<file path="config.mk">
export PLATFORM = sky130hd
export DESIGN_NAME = code_conv_scheduler
export DESIGN_NICKNAME = d
export VERILOG_FILES = /design/src/rtl/code_conv_scheduler.sv
export SDC_FILE = /design/constraint.sdc
export NUM_CORES = 1
export LEC_CHECK = 0
export ABC_AREA = 1
export CORE_MARGIN = 8
export CORE_UTILIZATION = 50
export CTS_CLUSTER_DIAMETER = 30
export CTS_CLUSTER_SIZE = 25
export DETAILED_ROUTE_END_ITERATION = 7
export PLACE_DENSITY_LB_ADDON = 0.05
export SLEW_MARGIN = 15
export SYNTH_ARGS = -nofsm -noshare
export SYNTH_HDL_FRONTEND = slang
export SYNTH_SLANG_ARGS = --single-unit
</file>
<file path="constraint.sdc">
create_clock -name clk -period 5.4 [get_ports clk]
set_input_delay 0.81 -clock clk [delete_from_list [all_inputs] [get_ports clk]]
set_output_delay 0.81 -clock clk [all_outputs]
set_load 0.05 [all_outputs]
</file>
<file path="src/rtl/code_conv_scheduler.sv">
// Round-robin scheduler sharing one registered Gray<->binary converter between
// NUM_REQ requesters; results are returned tagged with the owning requester index.
module code_conv_scheduler #(
  parameter int NUM_REQ = 4,
  parameter int WIDTH   = 4,
  parameter int ID_W    = $clog2(NUM_REQ),
  parameter int CNT_W   = 16
) (
  input  logic                     clk,
  input  logic                     rst,
  input  logic [NUM_REQ-1:0]       req_valid,
  input  logic [NUM_REQ-1:0]       req_mode,
  input  logic [NUM_REQ*WIDTH-1:0] req_data,
  output logic [NUM_REQ-1:0]       req_ready,
  output logic                     rsp_valid,
  output logic [ID_W-1:0]          rsp_id,
  output logic                     rsp_mode,
  output logic [WIDTH-1:0]         rsp_data,
  input  logic                     rsp_ready,
  output logic [CNT_W-1:0]         conv_count,
  output logic                     busy
);

  // Handshakes: a transfer happens on a rising edge where valid and ready are
  // both high; ready may depend on valid, valid never depends on ready.

  typedef enum logic {EMPTY = 1'b0, FULL = 1'b1} state_t;

  state_t            state_q, state_d;
  logic [ID_W-1:0]   last_grant, grant_idx;
  logic              any_valid, can_accept, acc, xfer;
  logic              sel_mode;
  logic [WIDTH-1:0]  sel_data;

  function automatic logic [WIDTH-1:0] conv(input logic [WIDTH-1:0] d, input logic mode);
    logic [WIDTH-1:0] b;
    b = d ^ (d >> 1);
    if (!mode) begin
      b[WIDTH-1] = d[WIDTH-1];
      for (int i = WIDTH-2; i >= 0; i--) b[i] = b[i+1] ^ d[i];
    end
    return b;
  endfunction

  assign any_valid  = |req_valid;
  assign can_accept = (state_q == EMPTY) | rsp_ready;
  assign acc        = |(req_valid & req_ready);
  assign xfer       = rsp_valid & rsp_ready;

  // Search starts just after the last winner and wraps around once.
  always_comb begin
    logic        found;
    int          idx;
    logic [ID_W-1:0] idx_w;
    grant_idx = '0;
    found     = 1'b0;
    idx       = 0;
    idx_w     = '0;
    for (int k = 1; k <= NUM_REQ; k++) begin
      idx   = (int'(last_grant) + k) % NUM_REQ;
      idx_w = ID_W'(idx);
      if (!found && req_valid[idx_w]) begin
        grant_idx = idx_w;
        found     = 1'b1;
      end
    end
  end

  always_comb begin
    req_ready = '0;
    if (can_accept && any_valid && !rst) req_ready[grant_idx] = 1'b1;
  end

  // Only the granted word reaches the converter, so other lanes cannot leak X.
  always_comb begin
    sel_data = '0;
    sel_mode = 1'b0;
    for (int i = 0; i < NUM_REQ; i++) begin
      if (ID_W'(i) == grant_idx) begin
        sel_data = req_data[i*WIDTH +: WIDTH];
        sel_mode = req_mode[i];
      end
    end
  end

  always_ff @(posedge clk) begin
    if (rst) state_q <= EMPTY;
    else     state_q <= state_d;
  end

  always_comb begin
    state_d = state_q;
    if (acc)       state_d = FULL;
    else if (xfer) state_d = EMPTY;
  end

  always_comb begin
    rsp_valid = (state_q == FULL);
    busy      = (state_q == FULL);
  end

  always_ff @(posedge clk) begin
    if (rst) begin
      rsp_data   <= '0;
      rsp_id     <= '0;
      rsp_mode   <= 1'b0;
      last_grant <= ID_W'(NUM_REQ-1);
    end else if (acc) begin
      rsp_data   <= conv(sel_data, sel_mode);
      rsp_id     <= grant_idx;
      rsp_mode   <= sel_mode;
      last_grant <= grant_idx;
    end
  end

  always_ff @(posedge clk) begin
    if (rst)                        conv_count <= '0;
    else if (xfer && !(&conv_count)) conv_count <= conv_count + 1'b1;
  end

endmodule
</file>
==> results of run 1 <==
worst reg2reg max path: cells and delay by family (launching register included):
| family | cells | cell delay [ns] |
|---|---|---|
| buffers and inverters | 2 | 0.23 |
| and+or+nand+nor | 15 | 1.45 |
| AOI/OAI and AO/OA | 2 | 0.34 |
| DFF | 1 | 0.57 |
flip-flops by register name (all words and copies together) (netlist names):
signal      flops
busy            1
conv_count     16
last_grant      2
rsp_data        4
rsp_id          2
rsp_mode        1
synthesized netlist by cell type (3+ instances only):
| cell type | number | share of area [%] |
|---|---|---|
| a21oi_1 | 20 | 5.6 |
| clkbuf_1 | 3 | 0.63 |
| dfxtp_1 | 26 | 29 |
| inv_1 | 32 | 6.8 |
| nand2_1 | 60 | 13 |
| nand2_2 | 9 | 3.2 |
| nand2_4 | 8 | 5.1 |
| nand3_1 | 21 | 5.9 |
| nand4_1 | 10 | 3.5 |
| nor2_1 | 22 | 4.7 |
| nor2_2 | 5 | 1.8 |
| nor3_1 | 8 | 2.3 |
| o211ai_1 | 3 | 1.3 |
| o21ai_0 | 20 | 5.6 |
power by group through the flow:
stage / Sequential (mW) / Clock [mW] / Combinational (mW)
final: 0.217 / 0.0793 / 0.366
after global routing: 0.219 / 0.0900 / 0.402
after CTS: 0.217 / 0.0813 / 0.368
after detailed placement: 0.221 / 0 / 0.367
after global placement: 0.221 / 0 / 0.362
after floorplan: 0.254 / 0 / 0.253
per-layer routing:
layer  global-route usage (%)  up-vias  share of wire (%)
li1                         -      989                  -
met1                     20.2      851                 46
met2                     26.8       53                 46
met3                     4.87        2                7.7
met4                     1.92        0               0.44
met5                        0        -                  0
kinds of logic after synthesis:
group,after synthesis,share of synthesized area (%)
flip-flops,26,29.3
AND/OR/NAND/NOR,153,44.2
AO/OA/AOI/OAI,47,14.9
adder cells (fa/ha/maj),1,0.705
buffers and inverters,43,10.9
how the worst max path moves through the flow:
stage | end | cells after the start
2_1_floorplan | req_ready[0] | 9
3_3_place_gp | req_ready[2] | 12
3_5_place_dp | req_ready[0] | 5
4_1_cts | req_ready[0] | 5
5_1_grt | req_ready[0] | 5
6_report | req_ready[0] | 5
through the flow:
step           cells  hold WS (ns)  power, mW
2_1_floorplan    270         0.636      0.506
3_3_place_gp     364         0.457      0.583
3_5_place_dp     364         0.465      0.587
4_1_cts          367         0.484      0.666
5_1_grt          367         0.509      0.711
6_report         367         0.478      0.662
layout make-up:
class,count,area share (%)
clock buffer,3,0.958
inverter,36,5.86
multi-input combinational,201,45.2
sequential,26,22.2
tap,46,2.45
timing repair buffer,55,23.4
==> summary.txt, run 1 <==
Run status
  • Status: complete, no violations

Worst setup path
  • Endpoint type of the worst setup path: output pin
  • CP cell instances: clkdlybuf4s50_1 -> clkinv_1 -> nand3_1 -> nor3_1 -> clkdlybuf4s50_1
  • R2r worst-path depth: 19
  • Origin of the worst setup path: rst
  • Critical path required time: 4.59 ns
  • Worst-path fanout max: 18
  • Worst path bufs/invs: 3
  • Critical path type: input port to output pin
  • Startpoint types: input port
  • Slowest cell delay on critical path: 0.72 ns
  • Worst Path Arrival: 3.32 ns
  • Worst R2R Start: last_grant[0]$_SDFFE_PP1P_
  • Most frequent CP cell: clkdlybuf4s50_1
  • Worst r2r dst: rsp_data[0]$_SDFFE_PP0P_
  • R2r setup slk: 2.71 ns
  • CP delay by family, top: buffers and inverters
  • Crit-path slowest cell: clkdlybuf4s50_1

STA
  • Max-slew violation count: 0
  • Rel. slew slack: 65.7%
  • Final setup margin: 1.27 ns
  • Clk_skew: 0.00348 ns
  • Final setup fails: 0
  • Setup TNS: 0 ns
  • RSZ-0062 raised after global routing: no
  • Final hold viol count: 0
  • Post-route clock period utilization: 76.5%
  • Crit path time final: 4.13 ns
  • Max Freq: 242 MHz
  • Slew at the pin closest to its max-slew limit: 0.513 ns

Synth
  • Syn_nets: 298
  • Synthesis-stage register bit count: 26
  • Most used DFF post-synth: dfxtp_1
  • Asr flop ratio synth: 0%
  • Synth Instances: 270
  • Sequential element share of the synthesized area: 29.3%
  • Synthesized area: 1780 sq um
  • Post-synth EDFFs: 0
  • Mean Syn Cell Area: 6.58 sq um
  • Netlist cell types: 32
  • Yosys Warn Count: 0

Power
  • Peak supply drop: 0.202 mV
  • Power per Cell Area: 282 nW/um^2
  • Logic gate share of total power: 55.3%
  • Switching portion of total power: 45.9%
  • Leak: 0.997 nW
  • Internal: 358 uW
  • Clock network power share: 12.0%
  • Sw Pwr: 304 uW
  • Sequential share of power: 32.8%

Routing
  • Vias: 1895
  • DRT iter0 DRCs: 82
  • Vias/cell: 5.16
  • Routed WL: 4340 um
  • Drt drc: 0
  • Antenna Nets Post-Route: 0
  • Wirelength per Cell: 11.8 um
  • Drt pass-1 iters: 4

Floorplan
  • Number of core rows: 21
  • Core Area: 3360 sq um
  • DIE AREA: 5710 sq um
  • I/O pin total: 56
  • Starting Density: 52.8%
  • Die X-Extent: 75.6 um
  • Die height: 75.6 um

Clock tree
  • Post-CTS Hold Buffers: 0
  • Clock tree buffer depth: 2
  • Clock latency at the later pin of the worst-skew pair: 0.31 ns
  • Clock Tree Root: clkbuf_4
  • Num CTS Buffers: 3
  • Reg clk slew, reported paths: 0.13 ns
  • CTS tree: done
  • CTS sink cnt: 26
  • # Post-CTS Setup Buffers: 0
  • H-tree levels: 1
  • Post-cts sizing count: 0

Worst hold path
  • Endpoint, Worst Hold: conv_count[15]$_SDFFE_PP0P_
  • Number of cells on the worst hold path: 2
  • Hold Startpoint: conv_count[15]$_SDFFE_PP0P_
  • Worst Hold Class: flip-flop to flip-flop

GRT
  • First-pass GRT wire length: 7360 um
  • Vias in the first global route: 1704
  • Initial antenna violation count: 0
  • Grt ovf: 0
  • Largest net degree at the start of global routing: 19
  • Total GRT Usage: 16.0%

Layout
  • Footprint of the multi-input gates: 1060 sq um
  • Fraction of layout cells with a size suffix above 1: 10.6%
  • Final Net Count: 351
  • Fillcell total: 314
  • # diodes: 0
  • Register area: 520 sq um
  • Cell area after layout: 2350 sq um
  • Layout area overhead: 32.3%
  • Commonest non-fill, non-tap cells in the layout: 60 x nand2_1, 55 x clkdlybuf4s50_1, 32 x inv_1
  • Most common cell after layout, fill and taps aside: nand2_1
  • Core Util, Final: 69.9%

Placement
  • Placer congestion estimate: 0.833
  • Place WS: 1.27 ns
  • Placed instance area: 2330 sq um
  • PortBufs: 55
  • HPWL after DPL: 3510 um

Flow run
  • Max-cap viol count: 0
No activity file was read; power rests on OpenSTA's default activity.
==> run 2, diff against run 1 <==
--- a/config.mk
+++ b/config.mk
@@ -7,7 +7,7 @@
 export LEC_CHECK = 0
 export ABC_AREA = 1
 export CORE_MARGIN = 8
-export CORE_UTILIZATION = 50
+export CORE_UTILIZATION = 42
 export CTS_CLUSTER_DIAMETER = 30
 export CTS_CLUSTER_SIZE = 25
 export DETAILED_ROUTE_END_ITERATION = 7
==> constraint.sdc (replaced) <==
create_clock -name clk -period 3.7 [get_ports clk]
set_input_delay 0.555 -clock clk [delete_from_list [all_inputs] [get_ports clk]]
set_output_delay 0.555 -clock clk [all_outputs]
set_load 0.05 [all_outputs]
==> run 2 against run 1 <==
Non-clock buffer count up 1. Worst setup slack lost 0.61 ns. Core utilization is 11 points lower. Register-to-register slack got worse by 1.7 ns. Critical path depth is 8 higher. Final area rose by 0.91%. Critical path type unchanged. Largest power group unchanged.
==> summary.txt, run 2 (same netlist as run 1, synthesis figures left out) <==
Layout
  • Final std cells w/o fill: 372
  • # diodes: 0
  • Reg with most FFs: conv_count
  • Final Net Count: 352
  • Top flop regs: conv_count: 16 flops, rsp_data: 4 flops
  • Commonest non-fill, non-tap cells in the layout: 60 x nand2_1, 51 x clkdlybuf4s50_1, 32 x inv_1
  • Fillcell total: 401
  • Core Util, Final: 58.9%
  • Largest register FFs: 16
  • Layout area overhead: 33.5%
  • Register area: 520 sq um
  • Most common cell after layout, fill and taps aside: nand2_1
  • Fraction of layout cells with a size suffix above 1: 12.1%
  • Footprint of the multi-input gates: 1060 sq um
  • Cell area after layout: 2370 sq um

Placement
  • PortBufs: 55
  • HPWL after DPL: 3570 um
  • Placed instance area: 2330 sq um
  • Post-placement cell count: 369
  • Place WS: 0.633 ns
  • Placer congestion estimate: 0.838

Worst setup path
  • Worst-path fanout max: 11
  • Critical path type: input port to output pin
  • Worst R2R Start: last_grant[0]$_SDFFE_PP1P_
  • Worst r2r dst: rsp_data[0]$_SDFFE_PP0P_
  • Critical path required time: 3.14 ns
  • Endpoint type of the worst setup path: output pin
  • R2r setup slk: 1.02 ns
  • Worst Path Arrival: 2.48 ns
  • R2r worst-path depth: 21
  • Origin of the worst setup path: req_valid[2]
  • Startpoint types: input port
  • Crit path to: req_ready[3]

STA
  • Max Freq: 329 MHz
  • Slew at the pin closest to its max-slew limit: 0.522 ns
  • Final setup margin: 0.662 ns
  • Post-route clock period utilization: 82.1%
  • Crit path time final: 3.04 ns
  • Max-slew violation count: 0
  • Final hold viol count: 0
  • Clk_skew: 0.00124 ns
  • RSZ-0062 raised after global routing: no
  • WHS: 0.474 ns
  • Final setup fails: 0
  • Setup TNS: 0 ns
  • Rel. slew slack: 65.1%

GRT
  • Vias in the first global route: 1692
  • Grt ovf: 0
  • Initial antenna violation count: 0
  • First-pass GRT wire length: 7360 um
  • Largest net degree at the start of global routing: 18
  • Total GRT Usage: 13.5%

Floorplan
  • Die height: 81.0 um
  • Starting Density: 44.1%
  • Die X-Extent: 81.0 um
  • Core Area: 4030 sq um
  • I/O pin total: 56
  • Number of core rows: 23
  • DIE AREA: 6560 sq um

Power
  • Peak supply drop: 0.249 mV
  • Power per Cell Area: 423 nW/um^2
  • Leak: 1.02 nW
  • Total power draw: 1.00 mW

Clock tree
  • CTS tree: done
  • H-tree levels: 1
  • Clock tree buffer depth: 2
  • Clock latency at the later pin of the worst-skew pair: 0.26 ns
  • Reg clk slew, reported paths: 0.08 ns
  • Post-CTS Hold Buffers: 0
  • Clock Tree Root: clkbuf_8
  • CTS sink cnt: 26
  • Post-cts sizing count: 0
  • Num CTS Buffers: 3
  • # Post-CTS Setup Buffers: 0

Routing
  • Wirelength per Cell: 12.0 um
  • Vias/cell: 4.97
  • DRT iter0 DRCs: 78
  • Routed WL: 4480 um
  • Antenna Nets Post-Route: 0
  • Drt drc: 0
  • Drt pass-1 iters: 4
  • Vias: 1849

Run status
  • Status: complete, no violations

Worst hold path
  • Worst Hold Class: flip-flop to flip-flop

Flow run
  • Max-cap viol count: 0
[run 2: changes by cell type in the layout (fill, tap and decap cells not counted)]
| cell | previous run | this run |
|---|---|---|
| clkbuf_4 | 3 | 0 |
| clkbuf_8 | 0 | 3 |
| clkdlybuf4s50_1 | 55 | 51 |
| buf_4 | 0 | 5 |
[run 2: worst max-delay path, cell delays in order]
cell and delay, ns:
clkdlybuf4s50_1 0.55, nand2_1 0.09, nand2_2 0.13, inv_1 0.06
nand2_1 0.10, o21ai_4 0.09, nand2_2 0.09, nor2_2 0.04
nor2_2 0.32, nor2_2 0.12, inv_2 0.09, nor2_1 0.04
buf_4 0.20
[run 2: power by group]
group          switching, mW  leakage, nW  internal, mW  total (mW)
Sequential            0.0181        0.212         0.298       0.317
Combinational          0.349        0.783         0.184       0.533
Clock                 0.0807       0.0216        0.0728       0.153
Total                  0.448         1.02         0.555        1.00
[run 2: how the worst min path moves through the flow]
| stage | startpoint | endpoint | slack, ns | cells past startpoint |
|---|---|---|---|---|
| 2_1_floorplan | last_grant[1]$_SDFFE_PP1P_ | last_grant[1]$_SDFFE_PP1P_ | 0.64 | 2 |
| 3_3_place_gp | rsp_id[1]$_SDFFE_PP0P_ | rsp_id[1]$_SDFFE_PP0P_ | 0.46 | 2 |
| 3_5_place_dp | rsp_id[1]$_SDFFE_PP0P_ | rsp_id[1]$_SDFFE_PP0P_ | 0.47 | 2 |
| 4_1_cts | rsp_id[1]$_SDFFE_PP0P_ | rsp_id[1]$_SDFFE_PP0P_ | 0.48 | 2 |
| 5_1_grt | rsp_id[1]$_SDFFE_PP0P_ | rsp_id[1]$_SDFFE_PP0P_ | 0.50 | 2 |
| 6_report | rsp_id[1]$_SDFFE_PP0P_ | rsp_id[1]$_SDFFE_PP0P_ | 0.47 | 2 |
[run 2: per-layer routing]
layer | global-route usage (%) | up-vias | wire length, um
li1 | - | 987 | -
met1 | 16.8 | 826 | 2130
met2 | 23.1 | 34 | 2090
met3 | 4.30 | 2 | 252
met4 | 1.07 | 0 | 13
met5 | 0 | - | 0
[run 2: area by class of cell]
| class | instances | area share, % |
|---|---|---|
| multi-input cells | 201 | 44.7 |
| repair buffers | 56 | 23.1 |
| flip-flops and latches | 26 | 22.0 |
| inverters | 36 | 5.80 |
| well taps | 50 | 2.64 |
| clock buffers | 3 | 1.74 |
